File: config.mk
export PLATFORM = sky130hd
export DESIGN_NAME = fetch_seq
export DESIGN_NICKNAME = d
export VERILOG_FILES = /design/src/rtl/fetch_seq.sv
export SDC_FILE = /design/constraint.sdc
export NUM_CORES = 1
export LEC_CHECK = 0
export ABC_AREA = 1
export CORE_MARGIN = 3
export CORE_UTILIZATION = 45
export CTS_CLUSTER_DIAMETER = 50
export DETAILED_ROUTE_END_ITERATION = 8
export GPL_ROUTABILITY_DRIVEN = 1
export GPL_TIMING_DRIVEN = 0
export PLACE_DENSITY_LB_ADDON = 0.08
export SYNTH_ARGS = -nofsm -noshare
export SYNTH_HDL_FRONTEND = slang
export SYNTH_SLANG_ARGS = --single-unit
File: constraint.sdc
create_clock -name clk -period 2.85 [get_ports clk]
set_input_delay 0.7125 -clock clk [delete_from_list [all_inputs] [get_ports clk]]
set_output_delay 0.7125 -clock clk [all_outputs]
set_load 0.03 [all_outputs]
File: src/rtl/fetch_seq.sv
// Instruction fetch/execute sequencer for the 8-bit accumulator core.
// Owns the PC, the program-memory read port and the call/return stack.
module fetch_seq #(
    parameter int                    ADDR_WIDTH   = 8,
    parameter int                    STACK_DEPTH  = 8,
    parameter logic [ADDR_WIDTH-1:0] RESET_VECTOR = '0
) (
    input  logic                  clk,
    input  logic                  rst_n,
    output logic [ADDR_WIDTH-1:0] pm_addr,
    output logic                  pm_rd_en,
    input  logic [7:0]            pm_data,
    input  logic                  stall,
    output logic [7:0]            instr,
    output logic [7:0]            operand,
    output logic                  exec,
    input  logic                  jmp_en,
    input  logic [1:0]            stack_control,
    input  logic                  soft_rst,
    output logic [1:0]            stack_flags,
    output logic                  stack_err,
    output logic [ADDR_WIDTH-1:0] pc
);

    localparam int IDX_W = $clog2(STACK_DEPTH);
    localparam int SP_W  = IDX_W + 1;

    typedef enum logic [1:0] {FETCH, LATCH_OP, LATCH_ARG, EXEC} state_t;

    state_t                state;
    logic [ADDR_WIDTH-1:0] pc_q;
    logic [SP_W-1:0]       sp;
    logic [ADDR_WIDTH-1:0] stack_mem [STACK_DEPTH];
    logic                  full, empty;
    logic                  push_req, pop_req;
    logic [IDX_W-1:0]      push_idx, pop_idx;
    logic [ADDR_WIDTH-1:0] operand_pc;

    function automatic logic has_operand(input logic [7:0] op);
        case (op)
            8'h01, 8'h02, 8'h03, 8'h04, 8'h05,
            8'h0A, 8'h0B, 8'h0C, 8'h0E, 8'h0F,
            8'h10, 8'h11, 8'h12: return 1'b1;
            default:             return 1'b0;
        endcase
    endfunction

    assign full        = (sp == SP_W'(STACK_DEPTH));
    assign empty       = (sp == '0);
    assign stack_flags = {full, empty};
    assign push_req    = (stack_control == 2'b10);
    assign pop_req     = (stack_control == 2'b01);
    assign push_idx    = sp[IDX_W-1:0];
    assign pop_idx     = IDX_W'(sp - 1'b1);
    assign operand_pc  = ADDR_WIDTH'(operand);
    assign pm_addr     = pc_q;
    assign pc          = pc_q;

    // Operand read is issued in the same cycle the opcode arrives, so it
    // must decode pm_data combinationally rather than the latched instr.
    assign pm_rd_en = rst_n && (((state == FETCH) && !stall) ||
                                ((state == LATCH_OP) && has_operand(pm_data)));

    always_ff @(posedge clk) begin
        if (!rst_n) begin
            state     <= FETCH;
            pc_q      <= RESET_VECTOR;
            sp        <= '0;
            instr     <= 8'h13;
            operand   <= 8'h00;
            exec      <= 1'b0;
            stack_err <= 1'b0;
        end else begin
            case (state)
                FETCH: begin
                    if (!stall) begin
                        pc_q  <= pc_q + 1'b1;
                        state <= LATCH_OP;
                    end
                end
                LATCH_OP: begin
                    instr <= pm_data;
                    if (has_operand(pm_data)) begin
                        pc_q  <= pc_q + 1'b1;
                        state <= LATCH_ARG;
                    end else begin
                        operand <= 8'h00;
                        exec    <= 1'b1;
                        state   <= EXEC;
                    end
                end
                LATCH_ARG: begin
                    operand <= pm_data;
                    exec    <= 1'b1;
                    state   <= EXEC;
                end
                EXEC: begin
                    if (!stall) begin
                        exec  <= 1'b0;
                        state <= FETCH;
                        if ((instr == 8'h0C && full) || (instr == 8'h0D && empty))
                            stack_err <= 1'b1;
                        if (soft_rst) begin
                            pc_q <= RESET_VECTOR;
                            sp   <= '0;
                        end else if (pop_req) begin
                            if (!empty) begin
                                pc_q <= stack_mem[pop_idx];
                                sp   <= sp - 1'b1;
                            end
                        end else if (push_req) begin
                            // A call on a full stack still jumps; only the return address is lost.
                            if (!full) begin
                                stack_mem[push_idx] <= pc_q;
                                sp                  <= sp + 1'b1;
                            end
                            pc_q <= operand_pc;
                        end else if (jmp_en && has_operand(instr)) begin
                            pc_q <= operand_pc;
                        end
                    end
                end
                default: state <= FETCH;
            endcase
        end
    end

endmodule

Word level (Yosys, flattened, before mapping):

Memories as Yosys holds them, arrays and structs flattened. A register that Yosys moved wholly into a read port is not among the register bits.
Cells that the tools add are included.

* $add $sub $neg: 3
* equality and inequality tests: 16
* multiplexer cells: 44
* bitwise logic cells: 1
* reduce and logical (&&, ||, !) cells: 23

Operator list (number)
* two-way mux 8 bit: 9
* one-hot mux 8 bit (3 select lines): 1
* two-way mux 1 bit: 22
* two-way mux 4 bit: 5
* equality test 8 x 4 -> 1 bit (second input constant): 2
* one-hot mux 8 bit (2 select lines): 1
* two-way mux 5 bit: 2
* nonzero test 3 bit: 3
* adder 8 x 1 -> 8 bit (second input constant): 1
* one-hot mux 2 bit (4 select lines): 1
* equality test 2 bit (second input constant): 3
* logical AND 1 bit: 6
* logical NOT 3 bit: 2
* != test 2 bit (second input constant): 3
* AND reduction 3 bit: 2
* AND reduction 6 bit: 1
* != test 5 bit (second input constant): 1
* AND reduction 5 bit: 1
* adder 4 x 1 -> 4 bit (second input constant): 1
* equality test 2 x 1 -> 1 bit (second input constant): 2
* equality test 4 bit (second input constant): 1
* logical NOT 4 bit: 1
* two-way mux 2 bit: 2
* != test 4 bit (second input constant): 1
* other kinds (11): 13

* register bits: 32
* bits in writable memories: 64
* memory bits (read-only): 96
* output and inout port bits: 37
* word-level logic and storage cells: 98
* memories kept: 4

Memories
* stack_mem: depth 8, width 8, rd ports 1, clocked after Yosys merged registers in 0, wr ports 1, RTL line 33 `logic [ADDR_WIDTH-1:0] stack_mem [STACK_DEPTH];`
* (no name shown): depth 32, width 1, rd ports 1, clocked after Yosys merged registers in 0, wr ports 0, RTL line 40 `case (op)`
* (no name shown): depth 32, width 1, rd ports 1, clocked after Yosys merged registers in 1, wr ports 0, RTL line 40
* (no name shown): depth 32, width 1, rd ports 1, clocked after Yosys merged registers in 0, wr ports 0, RTL line 40

Longest topological paths before layout:

Gate-level depths: netlist (run 1).

* depth in word-level cells: 15
* depth in mapped cells: 15
* depth with buffers taken out: 12

Least setup slack after synthesis (run 1):

No wires, ideal clock.

* path type: input port to output port
* start point: input pm_data[2]
* end point: output pm_rd_en
* arrival: 1.618 ns
* path slack: 0.519 ns
* cell stages on the path: 5
* cell sequence: nor2_1 -> nand2_1 -> a21oi_2 -> nand3_2 -> a21oi_1

* cells in the longest elaborated chain, start to end: 5

Ends and longest elaborated chain
* start, declared: RTL line 12 `input logic [7:0] pm_data,`
* memory (32 x 1 bit)
* two-way mux 1 bit: RTL line 40
* logical AND 1 bit: RTL line 62 `((state == LATCH_OP) && has_operand(pm_data)));`
* logical OR 1 bit: RTL line 61 `assign pm_rd_en = rst_n && (((state == FETCH) && !stall) ||`
* logical AND 1 bit: RTL line 61
* end, declared: RTL line 11 `output logic pm_rd_en,`

Every way passes these cells.

Final worst setup path (run 1):

* start point: input pm_data[0]
* end point: output pm_rd_en

Same word-level chain as after synthesis.

==> results of run 1 <==
==> per-layer routing <==
metal	vias to the layer above	wire length, um
met1	1936	5550
li1	2053	-
met5	-	0
met3	16	580
met4	0	205
met2	105	6720
==> state kept, by name, indices dropped and copies added (netlist names), named ones only <==
| name | flops |
|---|---|
| state | 2 |
| sp | 4 |
| exec | 1 |
| stack_mem | 64 |
| instr | 8 |
| pc | 8 |
| operand | 8 |
| stack_err | 1 |
==> final cells by class <==
class                      instances  area share
buffer                            30      0.0402
clock buffer                       9      0.0367
clock inverter                     7      0.0153
inverter                          90      0.0563
multi-input combinational        391       0.319
sequential                        97       0.421
tap                              140      0.0286
timing repair buffer              52      0.0832
==> cell families (layout without fill, tap and decap cells) <==
group / after synthesis / in the layout
AOI/OAI and AO/OA: 41 / 41
xor gates and xnor gates: 1 / 1
adders and majority gates: 10 / 10
buffers and inverters: 120 / 188
DFF: 97 / 97
and+or+nand+nor: 339 / 339
==> synth_stat cells <==
library cell / n
nor2_2: 10
nand3_4: 1
nor4_1: 1
nor3_1: 5
clkinv_1: 1
a21oi_1: 14
buf_4: 14
or2_2: 2
nand2_1: 184
inv_2: 8
xnor2_1: 1
a21oi_4: 1
nand3_1: 69
buf_2: 7
nor2_4: 2
nand2_2: 7
nand3_2: 2
edfxtp_1: 64
nor2_1: 43
buf_6: 6
o21ai_0: 13
clkbuf_2: 1
a21oi_2: 1
clkbuf_8: 1
inv_4: 3
dfxtp_1: 33
ha_1: 10
a211oi_1: 1
o211ai_1: 1
nand3b_1: 1
nor2_8: 2
buf_12: 1
o21ai_2: 1
o211ai_2: 2
nand2_4: 5
nor3_2: 2
nand4_1: 3
o21ai_1: 7
inv_1: 78
==> worst max path at each step <==
stage | startpoint | to | cells past startpoint
3_5_place_dp | soft_rst | stack_mem[3][5]$_DFFE_PP_ | 8
3_3_place_gp | soft_rst | stack_mem[2][0]$_DFFE_PP_ | 8
6_report | pm_data[0] | pm_rd_en | 8
5_1_grt | pm_data[0] | pm_rd_en | 8
4_1_cts | sp[0]$_SDFFE_PN0P_ | stack_flags[1] | 8
2_1_floorplan | pm_data[2] | pm_rd_en | 5
==> what timing repair did <==
item,CTS,global route
endpoints found under the setup margin,31,11
pin swaps,0,1
gates resized for setup,11,9
hold buffers,0,0
==> power by group <==
part | internal [uW] | switching [uW]
clock | 771 | 531
sequential | 1820 | 414
combinational | 1020 | 1480
total | 3620 | 2430
==> through the flow <==
step	utilization	cells	hold slack [ns]
4_1_cts	0.558	816	0.473
3_5_place_dp	0.528	800	0.455
2_1_floorplan	-	608	0.485
5_1_grt	0.558	816	0.498
3_3_place_gp	0.527	799	0.450
6_report	0.558	816	0.469
==> worst max-delay path, stage by stage <==
cell and delay, ns:
clkdlybuf4s50_1 0.54, inv_2 0.07, nand2_1 0.07, nand3_1 0.06, nand3_1 0.10, nand3_2 0.14, a21oi_2 0.17, clkbuf_4 0.20
==> run_results.csv, run 1 <==
group,metric,value,unit
outcome,status,"completed",
floorplanning,top_level_ports,52,
global_routing,overflow,0,
yosys,yosysUniqueCellTypes,39,
yosys,ys_seq_area_frac,0.506,
sta,finalCritPeriodShare,0.978,
setup_path,worst-path-max-fanout,4,
sta,setup_viol,0,
setup_path,cp.arrival,2.07,ns
routing,wl_per_cell,16.0,um
setup_path,critical_path_class,"primary input to output port",
routing,drc,0,
sta,fin_skew,0.0111,ns
yosys,syn_inst,608,
clock_tree,clk_latency,0.35,ns
global_routing,busiest_layer,"met2",
sta,fin_ws,0.0636,ns
placement,place.gp.congestion,0.870,
yosys,synth-simple-area-share,0.304,
routing,antenna_left,0,
yosys,yosysWarnings,0,
placement,placed_cell_area,5800,sq um
layout,nFillCells,1007,
setup_path,timing.critical_path.required,2.14,ns
layout,design_area,6130,sq um
floorplanning,die-area,12700,sq um
clock_tree,cts_root_buffer,"clkbuf_16",
sta,min_period,2.79,ns
sta,finalHoldViolations,0,
layout,nets,696,
yosys,yosys.area_share.xor_xnor,0.00172,
worst_hold_path,worstHoldStart,"stack_err$_SDFFE_PN0P_",
pwr,power_density,985,nW/um^2
global_routing,antenna_found_initial,0,
routing,vias,4110,
yosys,synth_top_cell_by_area,"edfxtp_1",
clock_tree,cts_setup_buffers,0,
layout,seqCellArea,2580,sq um
global_routing,met2_usage,0.390,
yosys,synth_fa_ha_area_frac,0.0245,
global_routing,grt_max_degree,17,
setup_path,r2r_end,"stack_mem[7][2]$_DFFE_PP_",
global_routing,grt_pass1_wl,21.3,mm
worst_hold_path,holdCritPathClass,"flip-flop to flip-flop",
clock_tree,tritoncts,"done",
pwr,peakVddDrop,584,uV
layout,mostFrequentLayoutCell,"nand2_1",
sta,drv_slew,0,
routing,drtIter0Drc,196,
yosys,yosys-mux-area-fraction,0,
clock_tree,cts-buffers-inserted,9,
yosys,synth_compound_area_frac,0.0478,
setup_path,start_kind,"primary input",
global_routing,met1_usage,0.267,
layout,mostFrequentLayoutCells,"184 x nand2_1, 78 x inv_1, 69 x nand3_1, 64 x edfxtp_1, 46 x clkdlybuf4s50_1",
pwr,static-leakage-power,0.00278,uW
floorplanning,rows,38,
floorplanning,die_height,112,um
yosys,syn_area,5100,sq um
floorplanning,core-area,11000,sq um
layout,multi_input_area,1950,sq um
sta,fmax,359,MHz
yosys,yosys.area.top_type_share,0.377,
setup_path,ff2ff_setup_slack,0.17,ns
placement,dp_slack,-0.615,ns
layout,num_antenna_cells,0,
yosys,ys_ff_latch,97,
clock_tree,htreeDepth,3,
routing,viasPerCell,5.04,
yosys,synth_top_family_by_area,"simple AND/OR/NAND/NOR gates",
yosys,syn_avg_cell_area,8.39,sq um
global_routing,use_met3,0.0275,
sta,tns,0,ns
placement,dpl.hpwl,9.52,mm
clock_tree,cts_buffer_depth,2,
sta,worst_slew_pin_slew,0.811,ns
worst_hold_path,hold_depth,2,
worst_hold_path,hold_path_end,"stack_err$_SDFFE_PN0P_",
setup_path,r2r-start,"sp[0]$_SDFFE_PN0P_",
setup_path,ff2ff_path_depth,9,
clock_tree,cts.clk_slew.worst_paths,0.07,ns
sta,rsz0062_at_grt,"yes",
sta,slew_headroom,0.456,
global_routing,grtUsageTotal,0.216,
run,maxCapViolCount,0,
layout,drive_gt1_frac,0.154,
clock_tree,cts.sinks,97,
pwr,power,6040,uW
layout,area_growth,20.2,%
floorplanning,start_util,0.465,
yosys,synth_area_leaders,"edfxtp_1 38%, nand2_1 14%, dfxtp_1 13%",
setup_path,cp-end-kind,"output port",
floorplanning,die_w,112,um
global_routing,grt_pass1_vias,4105,
yosys,syn_nets,633,
routing,routed_wl,13.1,mm
placement,portBuffers,51,
routing,dr.pass1.iters,5,
(Power assumes the default switching activity.)
==> run 2, diff against run 1 <==
- PLACE_DENSITY: not set -> 0.71
- PLACE_DENSITY_LB_ADDON: 0.08 -> not set
==> run_results.csv, run 2 (same netlist as run 1, synthesis figures left out) <==
group,metric,value,unit
routing,routed_wl,12.7,mm
layout,largest_reg_flops,64,
clock_tree,cts_buffer_depth,2,
sta,rsz0062_at_grt,"yes",
setup_path,worst-path-max-fanout,4,
global_routing,grtUsageTotal,0.205,
sta,slew_headroom,0.507,
setup_path,timing.critical_path.required,2.14,ns
sta,drv_slew,0,
setup_path,ff2ff_path_depth,9,
layout,mostFrequentLayoutCell,"nand2_1",
pwr,power,5920,uW
layout,fin_util,0.556,
sta,fin_skew,0.00933,ns
layout,nets,695,
sta,worst_slew_pin_slew,0.736,ns
pwr,combPwrFrac,0.428,
placement,placed_cell_area,5790,sq um
setup_path,start_kind,"primary input",
setup_path,r2r-start,"sp[0]$_SDFFE_PN0P_",
clock_tree,htreeDepth,3,
pwr,swShare,0.417,
sta,finalHoldViolations,0,
setup_path,r2r_end,"stack_mem[4][4]$_DFFE_PP_",
routing,viasPerCell,5.15,
run,maxCapViolCount,0,
routing,antenna_left,0,
worst_hold_path,holdCritPathClass,"flip-flop to flip-flop",
setup_path,cp.arrival,2.04,ns
sta,fmax,363,MHz
clock_tree,cts-buffers-inserted,9,
layout,drive_gt1_frac,0.159,
global_routing,overflow,0,
pwr,p_clk_frac,0.198,
clock_tree,cts_root_buffer,"clkbuf_16",
placement,dpl.hpwl,9.12,mm
setup_path,cp-endpoint,"pm_rd_en",
floorplanning,die_w,112,um
sta,hold_ws,0.453,ns
layout,mostFrequentLayoutCells,"184 x nand2_1, 78 x inv_1, 69 x nand3_1, 64 x edfxtp_1, 47 x clkdlybuf4s50_1",
pwr,static-leakage-power,0.00274,uW
placement,place_inst,799,
placement,portBuffers,51,
routing,dr.pass1.iters,5,
global_routing,grt_pass1_wl,20.5,mm
floorplanning,die_height,112,um
sta,setup_viol,0,
setup_path,cp-end-kind,"output port",
pwr,p_switching,2470,uW
layout,regMostFlops,"stack_mem",
routing,drtIter0Drc,272,
floorplanning,rows,38,
global_routing,grt_max_degree,19,
global_routing,grt_pass1_vias,4114,
setup_path,critical_path_class,"primary input to output port",
pwr,internal-power,3450,uW
pwr,peakVddDrop,815,uV
floorplanning,top_level_ports,52,
setup_path,startpoint,"pm_data[2]",
floorplanning,start_util,0.465,
layout,layout.cells.non_filler,815,
sta,finalCritPeriodShare,0.966,
routing,wl_per_cell,15.6,um
clock_tree,tritoncts,"done",
clock_tree,hold_buffers,0,
floorplanning,die-area,12700,sq um
pwr,power_density,970,nW/um^2
setup_path,ff2ff_setup_slack,0.16,ns
routing,vias,4195,
layout,design_area,6110,sq um
pwr,seqPwrFrac,0.374,
clock_tree,clk_latency,0.35,ns
floorplanning,core-area,11000,sq um
clock_tree,cts.clk_slew.worst_paths,0.07,ns
layout,area_growth,19.7,%
layout,num_antenna_cells,0,
placement,place.gp.congestion,0.846,
global_routing,antenna_found_initial,0,
clock_tree,cts.sinks,97,
outcome,status,"completed",
routing,drc,0,
sta,min_period,2.75,ns
clock_tree,cts_setup_buffers,0,
[run 2: cell types whose count changed in the layout (fill, tap and decap cells not counted), moves of 2 or more]
cell	previous run	this run
nor2_1	42	39
clkinvlp_4	0	2
bufinv_16	2	0
nor2_2	11	14
[run 2: power groups by stage]
stage          clock network, uW  logic, uW  registers (uW)
3_5_place_dp                   0       2530            2230
4_1_cts                     1180       2540            2210
3_3_place_gp                   0       2470            2220
5_1_grt                     1230       2760            2260
2_1_floorplan                  0       1460            2400
6_report                    1170       2540            2220
[run 2: what timing repair did]
action | 4_1_cts | 5_1_grt
resized for setup | 12 | 11
endpoints found under the setup margin | 35 | 28
pin swaps | 0 | 0
[run 2: critical path: stages]
cell,delay (ns)
clkdlybuf4s50_1,0.54
inv_1,0.08
nand2_1,0.06
nand3_1,0.06
nand3_1,0.10
nand3_2,0.12
a21oi_2,0.15
clkbuf_4,0.20
[run 2: area by class of cell]
class | instances | area (sq um)
Timing Repair Buffer | 51 | 500
Tap cell | 140 | 175
Clock inverter | 7 | 65.1
Multi-Input combinational cell | 391 | 1970
Clock buffer | 9 | 225
Fill cell | 998 | 4870
Buffer | 30 | 246
Sequential cell | 97 | 2580
Inverter | 90 | 345
[run 2: stage by stage]
step,setup slack (ns),TNS (ns)
floorplan,0.519,0
global placement,-0.570,-18.62
detailed placement,-0.643,-21.39
CTS,0.0112,0
global route,-0.0397,-0.0511
finish,0.0973,0
[run 2: metal layers]
metal | part of all wire | track usage
met1 | 0.43 | 0.261
met2 | 0.50 | 0.353
met3 | 0.058 | 0.0345
met4 | 0.019 | 0.0697
met5 | 0 | 0
[run 2: how the worst min path moves through the flow]
stage	start	cells past startpoint	endpoint	slack (ns)
4_1_cts	stack_err$_SDFFE_PN0P_	2	stack_err$_SDFFE_PN0P_	0.46
3_3_place_gp	stack_err$_SDFFE_PN0P_	2	stack_err$_SDFFE_PN0P_	0.45
2_1_floorplan	state[0]$_SDFFE_PN0P_	2	state[0]$_SDFFE_PN0P_	0.48
5_1_grt	stack_err$_SDFFE_PN0P_	2	stack_err$_SDFFE_PN0P_	0.49
3_5_place_dp	stack_err$_SDFFE_PN0P_	2	stack_err$_SDFFE_PN0P_	0.45
6_report	stack_err$_SDFFE_PN0P_	2	stack_err$_SDFFE_PN0P_	0.45
